<file path="config.mk">
export PLATFORM = sky130hd
export DESIGN_NAME = pll_reconfig_seq
export DESIGN_NICKNAME = d
export VERILOG_FILES = /design/src/rtl/pll_reconfig_seq.sv
export SDC_FILE = /design/constraint.sdc
export NUM_CORES = 1
export LEC_CHECK = 0
export BUFFER_PORTS_ARGS = -buffer_cell sky130_fd_sc_hd__buf_4
export CORE_ASPECT_RATIO = 1.1
export CORE_MARGIN = 5
export CORE_UTILIZATION = 50
export CTS_BUF_LIST = sky130_fd_sc_hd__clkbuf_8
export CTS_CLUSTER_SIZE = 28
export DETAILED_ROUTE_END_ITERATION = 10
export HOLD_SLACK_MARGIN = 0.05
export PLACE_DENSITY = 0.86
export SKIP_LAST_GASP = 1
export SYNTH_ARGS = -nofsm -noshare
export SYNTH_HDL_FRONTEND = slang
export SYNTH_SLANG_ARGS = --single-unit
</file>
<file path="constraint.sdc">
create_clock -name clk_clk -period 2.7 [get_ports clk_clk]
set_input_delay 0.135 -clock clk_clk [delete_from_list [all_inputs] [get_ports clk_clk]]
set_output_delay 0.135 -clock clk_clk [all_outputs]
set_load 0.01 [all_outputs]
</file>
<file path="src/rtl/pll_reconfig_seq.sv">
// Purpose: programs N/M/C counters of a PLL reconfig controller over Avalon-MM, starts reconfig, polls status, waits for lock.
// Latency: done pulses 8 cycles after accept with zero waitrequest, immediate status done and lock already synchronized.
// Backpressure: each transfer holds address/data/strobe while mgmt_waitrequest=1; cfg_req is ignored (not queued) while busy.
module pll_reconfig_seq #(
    parameter int POLL_LIMIT   = 1024,
    parameter int LOCK_TIMEOUT = 65536
) (
    input  logic        clk_clk,
    input  logic        reset_reset_n,
    input  logic        cfg_req,
    input  logic [17:0] cfg_n,
    input  logic [17:0] cfg_m,
    input  logic [17:0] cfg_c,
    input  logic [4:0]  cfg_c_sel,
    output logic        busy,
    output logic        done,
    output logic        err,
    output logic [1:0]  err_code,
    input  logic        pll_locked,
    output logic [5:0]  mgmt_address,
    output logic        mgmt_read,
    output logic        mgmt_write,
    output logic [31:0] mgmt_writedata,
    input  logic [31:0] mgmt_readdata,
    input  logic        mgmt_waitrequest
);

    localparam int PW = $clog2(POLL_LIMIT) + 1;
    localparam int LW = $clog2(LOCK_TIMEOUT) + 1;
    localparam logic [PW-1:0] POLL_MAX = PW'(POLL_LIMIT);
    localparam logic [LW-1:0] LOCK_MAX = LW'(LOCK_TIMEOUT);

    // Management register map of the reconfig controller
    localparam logic [5:0] ADDR_MODE   = 6'h00;
    localparam logic [5:0] ADDR_STATUS = 6'h01;
    localparam logic [5:0] ADDR_START  = 6'h02;
    localparam logic [5:0] ADDR_N      = 6'h03;
    localparam logic [5:0] ADDR_M      = 6'h04;
    localparam logic [5:0] ADDR_C      = 6'h05;

    localparam logic [1:0] CODE_NONE = 2'd0;
    localparam logic [1:0] CODE_POLL = 2'd1;
    localparam logic [1:0] CODE_LOCK = 2'd2;

    typedef enum logic [3:0] {
        S_IDLE,
        S_WR_MODE,
        S_WR_N,
        S_WR_M,
        S_WR_C,
        S_WR_START,
        S_RD_STATUS,
        S_WAIT_LOCK,
        S_DONE,
        S_ERR
    } state_t;

    state_t        state;
    state_t        state_d;

    logic [17:0]   n_q;
    logic [17:0]   m_q;
    logic [17:0]   c_q;
    logic [4:0]    sel_q;
    logic [PW-1:0] poll_cnt;
    logic [LW-1:0] lock_cnt;
    logic [PW-1:0] poll_inc;
    logic [LW-1:0] lock_inc;
    logic [1:0]    err_code_q;
    logic          lock_meta;
    logic          lock_sync;
    logic          accept;
    logic          xfer_ok;
    logic          status_done;
    logic          unused_readdata;

    // Only the status done bit is consumed from the read data
    assign unused_readdata = ^mgmt_readdata[31:1];

    assign accept      = (state == S_IDLE) && cfg_req;
    assign xfer_ok     = (mgmt_read || mgmt_write) && !mgmt_waitrequest;
    assign status_done = mgmt_readdata[0];
    assign poll_inc    = poll_cnt + PW'(1);
    assign lock_inc    = lock_cnt + LW'(1);
    assign err_code    = err_code_q;

    // Two-flop synchronizer for the asynchronous PLL lock indication
    always_ff @(posedge clk_clk or negedge reset_reset_n) begin
        if (!reset_reset_n) begin
            lock_meta <= 1'b0;
            lock_sync <= 1'b0;
        end else begin
            lock_meta <= pll_locked;
            lock_sync <= lock_meta;
        end
    end

    // State register; reset abandons any in-flight transfer
    always_ff @(posedge clk_clk or negedge reset_reset_n) begin
        if (!reset_reset_n) begin
            state <= S_IDLE;
        end else begin
            state <= state_d;
        end
    end

    // Next-state and Avalon/status outputs decoded from the current state
    always_comb begin
        state_d        = state;
        busy           = 1'b0;
        done           = 1'b0;
        err            = 1'b0;
        mgmt_read      = 1'b0;
        mgmt_write     = 1'b0;
        mgmt_address   = 6'h00;
        mgmt_writedata = 32'h0;
        case (state)
            S_IDLE: begin
                if (cfg_req) begin
                    state_d = S_WR_MODE;
                end
            end
            S_WR_MODE: begin
                busy           = 1'b1;
                mgmt_write     = 1'b1;
                mgmt_address   = ADDR_MODE;
                mgmt_writedata = 32'd1;
                if (!mgmt_waitrequest) begin
                    state_d = S_WR_N;
                end
            end
            S_WR_N: begin
                busy           = 1'b1;
                mgmt_write     = 1'b1;
                mgmt_address   = ADDR_N;
                mgmt_writedata = {14'b0, n_q};
                if (!mgmt_waitrequest) begin
                    state_d = S_WR_M;
                end
            end
            S_WR_M: begin
                busy           = 1'b1;
                mgmt_write     = 1'b1;
                mgmt_address   = ADDR_M;
                mgmt_writedata = {14'b0, m_q};
                if (!mgmt_waitrequest) begin
                    state_d = S_WR_C;
                end
            end
            S_WR_C: begin
                busy           = 1'b1;
                mgmt_write     = 1'b1;
                mgmt_address   = ADDR_C;
                mgmt_writedata = {9'b0, sel_q, c_q};
                if (!mgmt_waitrequest) begin
                    state_d = S_WR_START;
                end
            end
            S_WR_START: begin
                busy           = 1'b1;
                mgmt_write     = 1'b1;
                mgmt_address   = ADDR_START;
                mgmt_writedata = 32'h0;
                if (!mgmt_waitrequest) begin
                    state_d = S_RD_STATUS;
                end
            end
            S_RD_STATUS: begin
                busy         = 1'b1;
                mgmt_read    = 1'b1;
                mgmt_address = ADDR_STATUS;
                if (!mgmt_waitrequest) begin
                    if (status_done) begin
                        state_d = S_WAIT_LOCK;
                    end else if (poll_inc == POLL_MAX) begin
                        state_d = S_ERR;
                    end
                end
            end
            S_WAIT_LOCK: begin
                busy = 1'b1;
                // Lock is checked first so it wins in the timeout cycle
                if (lock_sync) begin
                    state_d = S_DONE;
                end else if (lock_inc == LOCK_MAX) begin
                    state_d = S_ERR;
                end
            end
            S_DONE: begin
                done    = 1'b1;
                state_d = S_IDLE;
            end
            S_ERR: begin
                err     = 1'b1;
                state_d = S_IDLE;
            end
            default: begin
                state_d = S_IDLE;
            end
        endcase
    end

    // Capture the request so later cfg_* changes cannot disturb the sequence
    always_ff @(posedge clk_clk or negedge reset_reset_n) begin
        if (!reset_reset_n) begin
            n_q   <= 18'h0;
            m_q   <= 18'h0;
            c_q   <= 18'h0;
            sel_q <= 5'h0;
        end else if (accept) begin
            n_q   <= cfg_n;
            m_q   <= cfg_m;
            c_q   <= cfg_c;
            sel_q <= cfg_c_sel;
        end
    end

    // Status poll counter: one step per completed read that reports not-done
    always_ff @(posedge clk_clk or negedge reset_reset_n) begin
        if (!reset_reset_n) begin
            poll_cnt <= '0;
        end else if (accept) begin
            poll_cnt <= '0;
        end else if (state == S_RD_STATUS && xfer_ok && !status_done) begin
            poll_cnt <= poll_inc;
        end
    end

    // Lock wait counter: one step per WAIT_LOCK cycle; the state exits before it could wrap
    always_ff @(posedge clk_clk or negedge reset_reset_n) begin
        if (!reset_reset_n) begin
            lock_cnt <= '0;
        end else if (accept) begin
            lock_cnt <= '0;
        end else if (state == S_WAIT_LOCK) begin
            lock_cnt <= lock_inc;
        end
    end

    // Error code is set on the way into ERR and held until the next accept
    always_ff @(posedge clk_clk or negedge reset_reset_n) begin
        if (!reset_reset_n) begin
            err_code_q <= CODE_NONE;
        end else if (accept) begin
            err_code_q <= CODE_NONE;
        end else if (state_d == S_ERR && state == S_RD_STATUS) begin
            err_code_q <= CODE_POLL;
        end else if (state_d == S_ERR && state == S_WAIT_LOCK) begin
            err_code_q <= CODE_LOCK;
        end
    end

endmodule

</file>
==> flow_metrics.tcl <==
set metrics [dict create \
    fin_crit_ps 2300 \
    drtPass1Iterations 5 \
    clockBufferDepth 2 \
    cts.sinks 95 \
    min_to "poll_cnt[7]$_DFFE_PN0P_" \
    numCtsBuffers 9 \
    drcViolationCount 0 \
    synth_area_leaders "dfrtp_1, nand2_1, nor2_1, o21ai_0, a22oi_1" \
    required_ps 2960 \
    drt_first_iter_violations 345 \
    post_cts.repair.setup_buffers 0 \
    finClkSkew_ps 11.8 \
    clock_power_share_pct 17.1 \
    synth_edf_count 0 \
    r2r_slack_ps 400 \
    reg2reg_to "state[3]$_DFF_PN0_" \
    fp.dieW_um 105 \
    cts_resized 0 \
    row_count 38 \
    setup_viol 0 \
    crit_arrival_ps 2560 \
    vdd_drop_max_uv 528 \
    ant_nets 0 \
    multiInputGateArea_mm2 0.00236 \
    slew_headroom_pct 51.5 \
    die_h_um 114 \
    clkSlewWorstSetupHoldPaths_ps 100 \
    dp_hpwl_um 8370 \
    register_area_mm2 0.00238 \
    end_kind "flop" \
    hp-class "input pin to flop" \
    synth_common_cells "nand2_1, dfrtp_1, nor2_1" \
    synth-seq-area-share_pct 47.9 \
    ios 141 \
    startpoint_type "flop" \
    cts_tree "yes" \
    clock_latency_ps 370 \
    hold_path_depth 4 \
    place_congestion 0.838 \
    fmax_ghz 0.435 \
    vias 4908 \
    fill_cells 697 \
    grt_max_degree 52 \
    diodes 0 \
    max-cap-violations 0 \
    portBuffers 97 \
    switching_share_pct 40.0 \
    r2r-start "lock_cnt[0]$_DFFE_PN0P_" \
    yosysTopAreaCellShare_pct 47.9 \
    viasPerCell 5.63 \
    ys_types 52 \
    cellPowerDensity_mw_per_mm2 779 \
    crit_fanout 7 \
    reg2reg_depth 7 \
    hold_violations 0 \
    syn_area_mm2 0.00496 \
    crit_type "flop to flop" \
    async_flop_share_pct 100 \
    initial_core_util_pct 50.6 \
    p_sw_mw 2.03 \
    tightest_slew_ps 725 \
    ctsHoldBuffers 61 \
    pwr-share-seq_pct 43.0 \
    worstHoldStart "mgmt_readdata[0]" \
    period_share_pct 85.1 \
    synth_most_common_cell "nand2_1" \
    syn_inst 608 \
    avgSynthCellArea_um2 8.16 \
    internal_power_mw 3.05 \
    synthFlopType "dfrtp_1" \
    status "completed" \
    wl_per_cell_um 16.0 \
    cts-htree-levels 3 \
    grt_pass1_wl_um 23400 \
    timing.final.ws_setup_ps 401 \
    finalMaxSlewViolations 0 \
    yosysTopAreaCell "dfrtp_1" \
    rsz0062_at_grt "no" \
    die_area_mm2 0.0120 \
    drt_wl_total_um 13900 \
    grt-ovfl-total 0 \
    p_leak_nw 3.32 \
    tns_ps 0 \
    syn_to_final_growth_pct 31.5 \
    grt_pass1_vias 4968 \
    antenna_found_initial 0 \
    layout.nets 845 \
    grtUsageTotal_pct 23.9 \
    synth_seq_cells 95 \
    combPwrFrac_pct 39.9 \
    final_layout_size_suffix_gt1_share_pct 18.2 \
    ys_warn_count 0 \
    pre_cts_ws_ps 426 \
    root_buffer "clkbuf_8" \
    core_area_mm2 0.00979 \
]
==> cell families (layout without fill, tap and decap cells) <==
family	Yosys count	in the layout	share of synthesized area (%)
simple gates	349	349	31.5
flops	95	95	47.9
compound gates	93	93	12.0
buf+inv	55	188	5.50
xor+xnor	10	10	1.77
mux	3	3	0.706
fa+ha+maj	2	2	0.505
other cells	1	12	0.0756
==> area by class of cell <==
class                   count  area share [%]
multi-input cells         469            36.2
flip-flops and latches     95            36.5
well taps                 120            2.30
inverters                   4           0.230
clock inverters             7           0.844
clock buffers               9            1.90
repair buffers            168            22.1
==> worst max-delay path: stages (launching register included) <==
cell and delay [ps]:
dfrtp_1 470, ha_1 260, nand3_2 160, nor4_4 390, mux2_4 350, a31oi_4 200, nor4_4 80, o31a_1 280
==> worst max path at each step <==
stage	cells after the start	start	to	slack, ps
after floorplan	7	lock_cnt[0]$_DFFE_PN0P_	state[3]$_DFF_PN0_	600
after global placement	6	state[3]$_DFF_PN0_	err_code[1]$_DFFE_PN0P_	460
after detailed placement	7	lock_cnt[0]$_DFFE_PN0P_	state[3]$_DFF_PN0_	430
after CTS	7	lock_cnt[0]$_DFFE_PN0P_	state[3]$_DFF_PN0_	410
after global routing	6	state[3]$_DFF_PN0_	err_code[0]$_DFFE_PN0P_	170
final	7	lock_cnt[0]$_DFFE_PN0P_	state[3]$_DFF_PN0_	400
==> registers in the layout, summed over array words and instances (netlist names) <==
| name | flops |
|---|---|
| err_code | 2 |
| poll_cnt | 11 |
| n_q | 18 |
| m_q | 18 |
| sel_q | 5 |
| lock_meta | 1 |
| c_q | 18 |
| lock_sync | 1 |
| state | 4 |
| lock_cnt | 17 |
==> power groups by stage <==
stage / Combinational, mW / Clock (mW) / Sequential (mW)
final: 2.03 / 0.868 / 2.18
after CTS: 1.96 / 0.884 / 2.16
after floorplan: 1.21 / 0 / 2.08
after global routing: 2.25 / 0.936 / 2.24
after detailed placement: 1.88 / 0 / 2.19
after global placement: 1.82 / 0 / 2.15
==> through the flow <==
| step | total power, mW | util (%) | cell area [um2] | hold WS [ps] | instances |
|---|---|---|---|---|---|
| 2_1_floorplan | 3.29 | - | 5000 | -161 | 619 |
| 3_3_place_gp | 3.97 | 58.5 | 5730 | 178 | 795 |
| 3_5_place_dp | 4.07 | 58.5 | 5730 | 188 | 795 |
| 4_1_cts | 5.00 | 66.6 | 6520 | 80.8 | 872 |
| 5_1_grt | 5.42 | 66.6 | 6520 | 92.7 | 872 |
| 6_report | 5.08 | 66.6 | 6520 | 88.0 | 872 |
==> cells in the final DEF (no fill, tap or decap), types with 9 or more instances in the layout <==
cell type	Yosys	final
a21oi_1	11	11
a22oi_1	17	17
and3_1	13	12
buf_4	14	105
clkbuf_8	0	9
conb_1	1	12
dfrtp_1	95	95
dlygate4sd3_1	0	61
nand2_1	233	233
nand3_1	17	16
nor2_1	36	36
o21ai_0	27	27
o21ai_1	10	10
==> layer usage <==
metal  share of wire (%)  GRT usage [%]  vias to the layer above
li1                    -              -                     2286
met1                  38           27.6                     2370
met2                  52           42.0                      211
met3                 6.6           5.70                       41
met4                 3.3           11.1                        0
met5                   0              0                        -
(Power assumes the default switching activity.)
